==> src/rtl/pipe_stage_reg.sv <==
`default_nettype none
// ============================================================================
// Module   : pipe_stage_reg
// Purpose  : Generic pipeline stage register with a valid/ready handshake,
//            synchronous flush and a saturating back-pressure (stall) counter.
//            Any stage payload is packed into WIDTH bits.
// Revision : 1.0 - initial release
//
// Parameters
//   WIDTH        payload width in bits (>= 1)
//   STALL_CNT_W  stall counter width in bits (>= 1)
//
// Ports
//   clk        in   clock, rising edge
//   reset      in   synchronous, active-high reset
//   in_valid   in   upstream presents a payload
//   in_ready   out  stage accepts a payload this cycle
//   in_data    in   upstream payload
//   flush      in   discard all held and incoming payloads
//   out_valid  out  out_data holds a valid payload
//   out_ready  in   downstream consumes this cycle
//   out_data   out  held payload, driven directly from a register
//   stall_cnt  out  saturating count of cycles with out_valid && !out_ready
//
// Build option
//   PIPE_STAGE_REG_SKID_EN  when defined, adds a skid entry (capacity 2) so
//                           that in_ready comes straight from a register.
//                           When undefined, capacity is 1 and in_ready
//                           depends combinationally on out_ready.
// ============================================================================
module pipe_stage_reg #(
    parameter int WIDTH       = 64,
    parameter int STALL_CNT_W = 32
) (
    input  logic                   clk,
    input  logic                   reset,
    input  logic                   in_valid,
    output logic                   in_ready,
    input  logic [WIDTH-1:0]       in_data,
    input  logic                   flush,
    output logic                   out_valid,
    input  logic                   out_ready,
    output logic [WIDTH-1:0]       out_data,
    output logic [STALL_CNT_W-1:0] stall_cnt
);

    localparam logic [STALL_CNT_W-1:0] c_STALL_ONE = STALL_CNT_W'(1);
    localparam logic [STALL_CNT_W-1:0] c_STALL_MAX = '1;

    logic                   r_out_valid;
    logic [WIDTH-1:0]       r_out_data;
    logic [STALL_CNT_W-1:0] r_stall_cnt;

    logic w_in_xfer;
    logic w_out_xfer;
    logic w_stall;

    assign out_valid = r_out_valid;
    assign out_data  = r_out_data;
    assign stall_cnt = r_stall_cnt;

    assign w_in_xfer  = in_valid && in_ready;
    assign w_out_xfer = r_out_valid && out_ready;
    assign w_stall    = r_out_valid && !out_ready;

`ifdef PIPE_STAGE_REG_SKID_EN
    // ------------------------------------------------------------------
    // Main entry plus skid entry. The skid only fills when the main entry
    // is occupied and the consumer stalls, so skid_valid implies
    // out_valid; in_ready is just "skid is free".
    // ------------------------------------------------------------------
    logic             r_skid_valid;
    logic [WIDTH-1:0] r_skid_data;

    assign in_ready = !r_skid_valid;

    always_ff @(posedge clk) begin
        if (reset || flush) begin
            r_out_valid  <= 1'b0;
            r_out_data   <= '0;
            r_skid_valid <= 1'b0;
            r_skid_data  <= '0;
        end else if (r_skid_valid && out_ready) begin
            // Main is being consumed; promote the older skid payload.
            // in_ready is low here, so no input transfer competes.
            r_out_valid  <= 1'b1;
            r_out_data   <= r_skid_data;
            r_skid_valid <= 1'b0;
        end else if (w_in_xfer && (!r_out_valid || out_ready)) begin
            r_out_valid <= 1'b1;
            r_out_data  <= in_data;
        end else if (w_in_xfer) begin
            // Main is stalled; park the new payload behind it.
            r_skid_valid <= 1'b1;
            r_skid_data  <= in_data;
        end else if (w_out_xfer) begin
            r_out_valid <= 1'b0;
        end
    end
`else
    // ------------------------------------------------------------------
    // Single entry. Accept when empty or when the held payload leaves in
    // the same cycle, which keeps full throughput at the cost of a
    // combinational out_ready -> in_ready path.
    // ------------------------------------------------------------------
    assign in_ready = !r_out_valid || out_ready;

    always_ff @(posedge clk) begin
        if (reset || flush) begin
            r_out_valid <= 1'b0;
            r_out_data  <= '0;
        end else if (w_in_xfer) begin
            r_out_valid <= 1'b1;
            r_out_data  <= in_data;
        end else if (w_out_xfer) begin
            r_out_valid <= 1'b0;
        end
    end
`endif

    // Stall counter: only reset clears it; flush cycles leave it untouched.
    always_ff @(posedge clk) begin
        if (reset) begin
            r_stall_cnt <= '0;
        end else if (!flush && w_stall && (r_stall_cnt != c_STALL_MAX)) begin
            r_stall_cnt <= r_stall_cnt + c_STALL_ONE;
        end
    end

endmodule
`default_nettype wire

==> config.mk <==
export PLATFORM = sky130hd
export DESIGN_NAME = pipe_stage_reg
export DESIGN_NICKNAME = d
export VERILOG_FILES = /design/src/rtl/pipe_stage_reg.sv
export SDC_FILE = /design/constraint.sdc
export NUM_CORES = 1
export LEC_CHECK = 0
export ABC_AREA = 1
export BUFFER_PORTS_ARGS = -buffer_cell sky130_fd_sc_hd__buf_4
export CORE_ASPECT_RATIO = 0.9
export CORE_UTILIZATION = 23
export CTS_CLUSTER_SIZE = 40
export DETAILED_ROUTE_END_ITERATION = 12
export PLACE_DENSITY = 0.42
export SYNTH_ARGS = -nofsm -noshare
export SYNTH_HDL_FRONTEND = slang
export SYNTH_SLANG_ARGS = --single-unit
==> constraint.sdc <==
create_clock -name clk -period 2.43 [get_ports clk]
set_input_delay 0.3645 -clock clk [delete_from_list [all_inputs] [get_ports clk]]
set_output_delay 0.3645 -clock clk [all_outputs]
set_load 0.03 [all_outputs]
======== Word-level counts from Yosys, hierarchy flattened ========
Cells that the tools add are included.
word-level totals
  word-level logic and storage cells ...... 18
  flip-flop bits (word level) ............. 97
  output and inout bits ................... 98
operators by class
  multiplexer cells ....................... 2
  add/sub/neg operators ................... 1
  reduce and logical (&&, ||, !) cells .... 11
  eq/ne operators ......................... 1
operators with widths
  kind                     count
  $add A32 B1 Y32 const B  1
  $ne A32 B32 Y1 const B   1
  $logic_and A1 B1 Y1      5
  $logic_not A1 Y1         3
  $logic_or A1 B1 Y1       2
  $mux W1                  2
  $reduce_bool A2 Y1       1

======== Longest topological paths before layout ========
  word-level depth ........................ 4
  mapped depth ............................ 11
  depth with buffers taken out ............ 11

======== Worst setup path before layout ========
OpenSTA, ideal clock, no wires.
  path kind ............................... register to register
  from .................................... reg r_stall_cnt[0] (netlist: stall_cnt[0])
  to ...................................... reg r_stall_cnt[22] (netlist: stall_cnt[22])
  data arrival time ....................... 1.650 ns
  setup time .............................. 0.116 ns
  stages on the path, launching flop included .. 10
  required time ........................... 2.314 ns
  slack ................................... 0.664 ns
  path through ............................ dfxtp_1 -> ha_1 -> nand2_1 -> nor2_1 -> nand2_1 -> nor2_2 -> nand3_4 -> buf_6 -> a21oi_1 -> nor2_1
between the ends
  word-level cells in the longest chain between the ends .. 2
  elaborated cells between the ends (all ways) .. 3
  classes of those cells .................. add/sub: 1; eq/ne: 1; reduce/logical: 1
RTL lines
  what                                                                     RTL line  text
  start, declared                                                          52        logic [STALL_CNT_W-1:0] r_stall_cnt;
  start signal, assigned                                                   126       r_stall_cnt <= r_stall_cnt + c_STALL_ONE;
  parallel branches: the longest is 2 deep, another holds $add A32 B1 Y32  n/a
Parallel ways; which one is timed is not known.
A chain may end at the register's enable or synchronous reset.

======== Final worst setup path ========
  from .................................... reg r_stall_cnt[0] (netlist: stall_cnt[0])
  to ...................................... reg r_stall_cnt[2] (netlist: stall_cnt[2])
Same word-level chain as after synthesis.

==> metrics.csv <==
metric,value,unit
dpl_cell_area,5690,µm²
p_int,2500,µW
rsz0062_at_grt,false,
die_x,145,µm
synth_mux_area_share,0,%
cts.sinks,97,
fin_setup_tns,0,ns
synth_cells,610,
wirelength,13300,µm
overflow,0,
hold_viol,0,
maxCapViolations,0,
hold_buffers,0,
cts_tree,yes,
grt_pass1_vias,3982,
clk_path_buf_depth,2,
cts_made_buffers,9,
wl_per_cell,13.2,µm
slowest_stage,dfxtp_1,
syn_nets,680,
tightest_slew,0.507,ns
synth_simple_gate_area_share,36.0,%
boundaryPins,167,
drtIter0Drc,173,
insertion_delay,0.36,ns
slew_headroom,66.2,%
drive_gt1_share,27.0,%
hold_class,in2reg,
syn_avg_cell_area,6.90,µm²
vias_per_cell,4.34,
ys_seq_area_share,46.1,%
n_antenna_cell,0,
stdcell_area,5970,µm²
core-area,17800,µm²
switchingPower,918,µW
ant_nets,0,
syn_to_final_growth,42.0,%
setup_violations,0,
die_area,18800,µm²
crit_family,simple AND/OR/NAND/NOR gates,
worstPathCellList,ha_1 > nand2_1 > nor2_1 > nand2_1 > nor2_4 > nand2_4 > nand2_1 > o21ai_0 > nor2_1,
fmax,560,MHz
instances_no_fill,1010,
cts_setup_buffers,0,
crit_path_max_incr_delay,0.40,ns
grt_pass1_wl,20800,µm
row_count,46,
timing.final.crit_share,73.5,%
seqPwrFrac,48.1,%
initial_core_util,23.7,%
drc,0,
antenna_found_initial,0,
post_synth_instance_area,4210,µm²
path_buf_inv,0,
fin_nets,835,
power.density,572,nW/µm²
end_kind,flip-flop,
synth_top_family_by_area,simple AND/OR/NAND/NOR gates,
multiInputGateArea,2010,µm²
post-dp-hpwl,9810,µm
root_buffer,clkbuf_16,
period_needed,1.79,ns
hold_slack,0.196,ns
mostFrequentLayoutCells,"214 x nand2_1, 168 x buf_4, 97 x dfxtp_1",
synth_compound_area_share,11.1,%
gp_congestion,0.816,
crit_top_cell,nand2_1,
synth_fa_ha_area_share,0.297,%
power_frac_comb,10.6,%
cp_data_required_time,2.72,ns
power_frac_clock,41.3,%
drtPass1Iterations,4,
regArea,1940,µm²
die_h,130,µm
clk_pin_slew,0.07,ns
layout_commonest_cell,nand2_1,
power,3420,µW
synthXorXnorAreaFrac,0.208,%
track_usage,14.5,%
power_leakage,0.00253,µW
port-buffer-count,166,
ys_ff_latch,97,
worstSetupPathType,reg2reg,
vias,4383,
crit_fanout,27,
slew_violations,0,
peakVddDrop,0.000322,V
place_inst,994,
ys_warn_count,0,
arrival,2.08,ns
n_fill_cell,1970,
cts_resized,0,
swShare,26.9,%
h-tree-depth,3,
synth.distinct_cells,26,
reg2reg_slack,0.64,ns
finalClockSkew,0.0124,ns
worst_setup_path_start_kind,flip-flop,
grt_max_degree,65,
status,completed,
[kinds of logic after synthesis]
logic type      after synthesis
compound gates               92
fa+ha+maj                     1
simple gates                360
flops                        97
buf+inv                      59
xor+xnor                      1
[final cells by class]
type	instances	share of cell area, %
tap	240	5.03
clock buffer	9	3.77
clock inverter	7	1.01
sequential	97	32.5
inverter	32	2.01
timing repair buffer	171	22.1
multi-input combinational	454	33.6
[path summary, 6_finish.rpt]
| kind | startpoint | to | cells past startpoint |
|---|---|---|---|
| min | reset | stall_cnt[1]$_SDFFE_PP0P_ | 2 |
| max reg2reg | stall_cnt[0]$_SDFFE_PP0P_ | stall_cnt[2]$_SDFFE_PP0P_ | 9 |
| max | stall_cnt[0]$_SDFFE_PP0P_ | stall_cnt[2]$_SDFFE_PP0P_ | 9 |
| min reg2reg | out_data[30]$_SDFFE_PP0P_ | out_data[30]$_SDFFE_PP0P_ | 2 |
[synth_stat cells]
library cell  number  area [µm²]
buf_1              5        18.8
nor2_2             5        31.3
nand3b_1           3        22.5
nand2_1          216         811
nand3_4            1        17.5
clkbuf_1           9        33.8
nand3_2            1        10.0
nand2_4            1        11.3
nor3_1             5        25.0
ha_1               1        12.5
a31oi_1            4        25.0
a21oi_1           86         430
nand2_2            4        25.0
clkinv_1           1        3.75
nor2_4             4        45.0
nor2_1            77         289
nand3_1           34         170
nand4_1            9        56.3
inv_1             28         105
inv_2              3        11.3
xor2_1             1        8.76
dfxtp_1           97        1940
buf_2              8        40.0
clkbuf_4           1        7.51
buf_6              4        45.0
o21ai_0            2        10.0
[per-stage QoR]
stage | utilization [%] | setup slack [ns]
4_1_cts | 33.6 | 0.654
2_1_floorplan | - | 0.664
5_1_grt | 33.6 | 0.391
6_report | 33.6 | 0.644
3_3_place_gp | 32.0 | 0.627
3_5_place_dp | 32.0 | 0.586
[sequential cells by signal, indices dropped and copies added (netlist names)]
register / count
out_data: 64
out_valid: 1
stall_cnt: 32
[routing by layer]
layer | track usage, % | share of wire, % | vias to the layer above
met5 | 0 | 0 | -
met4 | 3.84 | 1.0 | 0
met3 | 7.16 | 11 | 11
met2 | 22.0 | 44 | 147
met1 | 18.2 | 44 | 1969
li1 | - | - | 2256
[power groups by stage]
stage          logic, µW  clock network (µW)  registers [µW]
6_report             363                1410            1640
3_5_place_dp         369                   0            1680
3_3_place_gp         366                   0            1680
2_1_floorplan        117                   0            1750
5_1_grt              397                1530            1650
4_1_cts              370                1480            1640
Power figures use the tool's default switching activity.
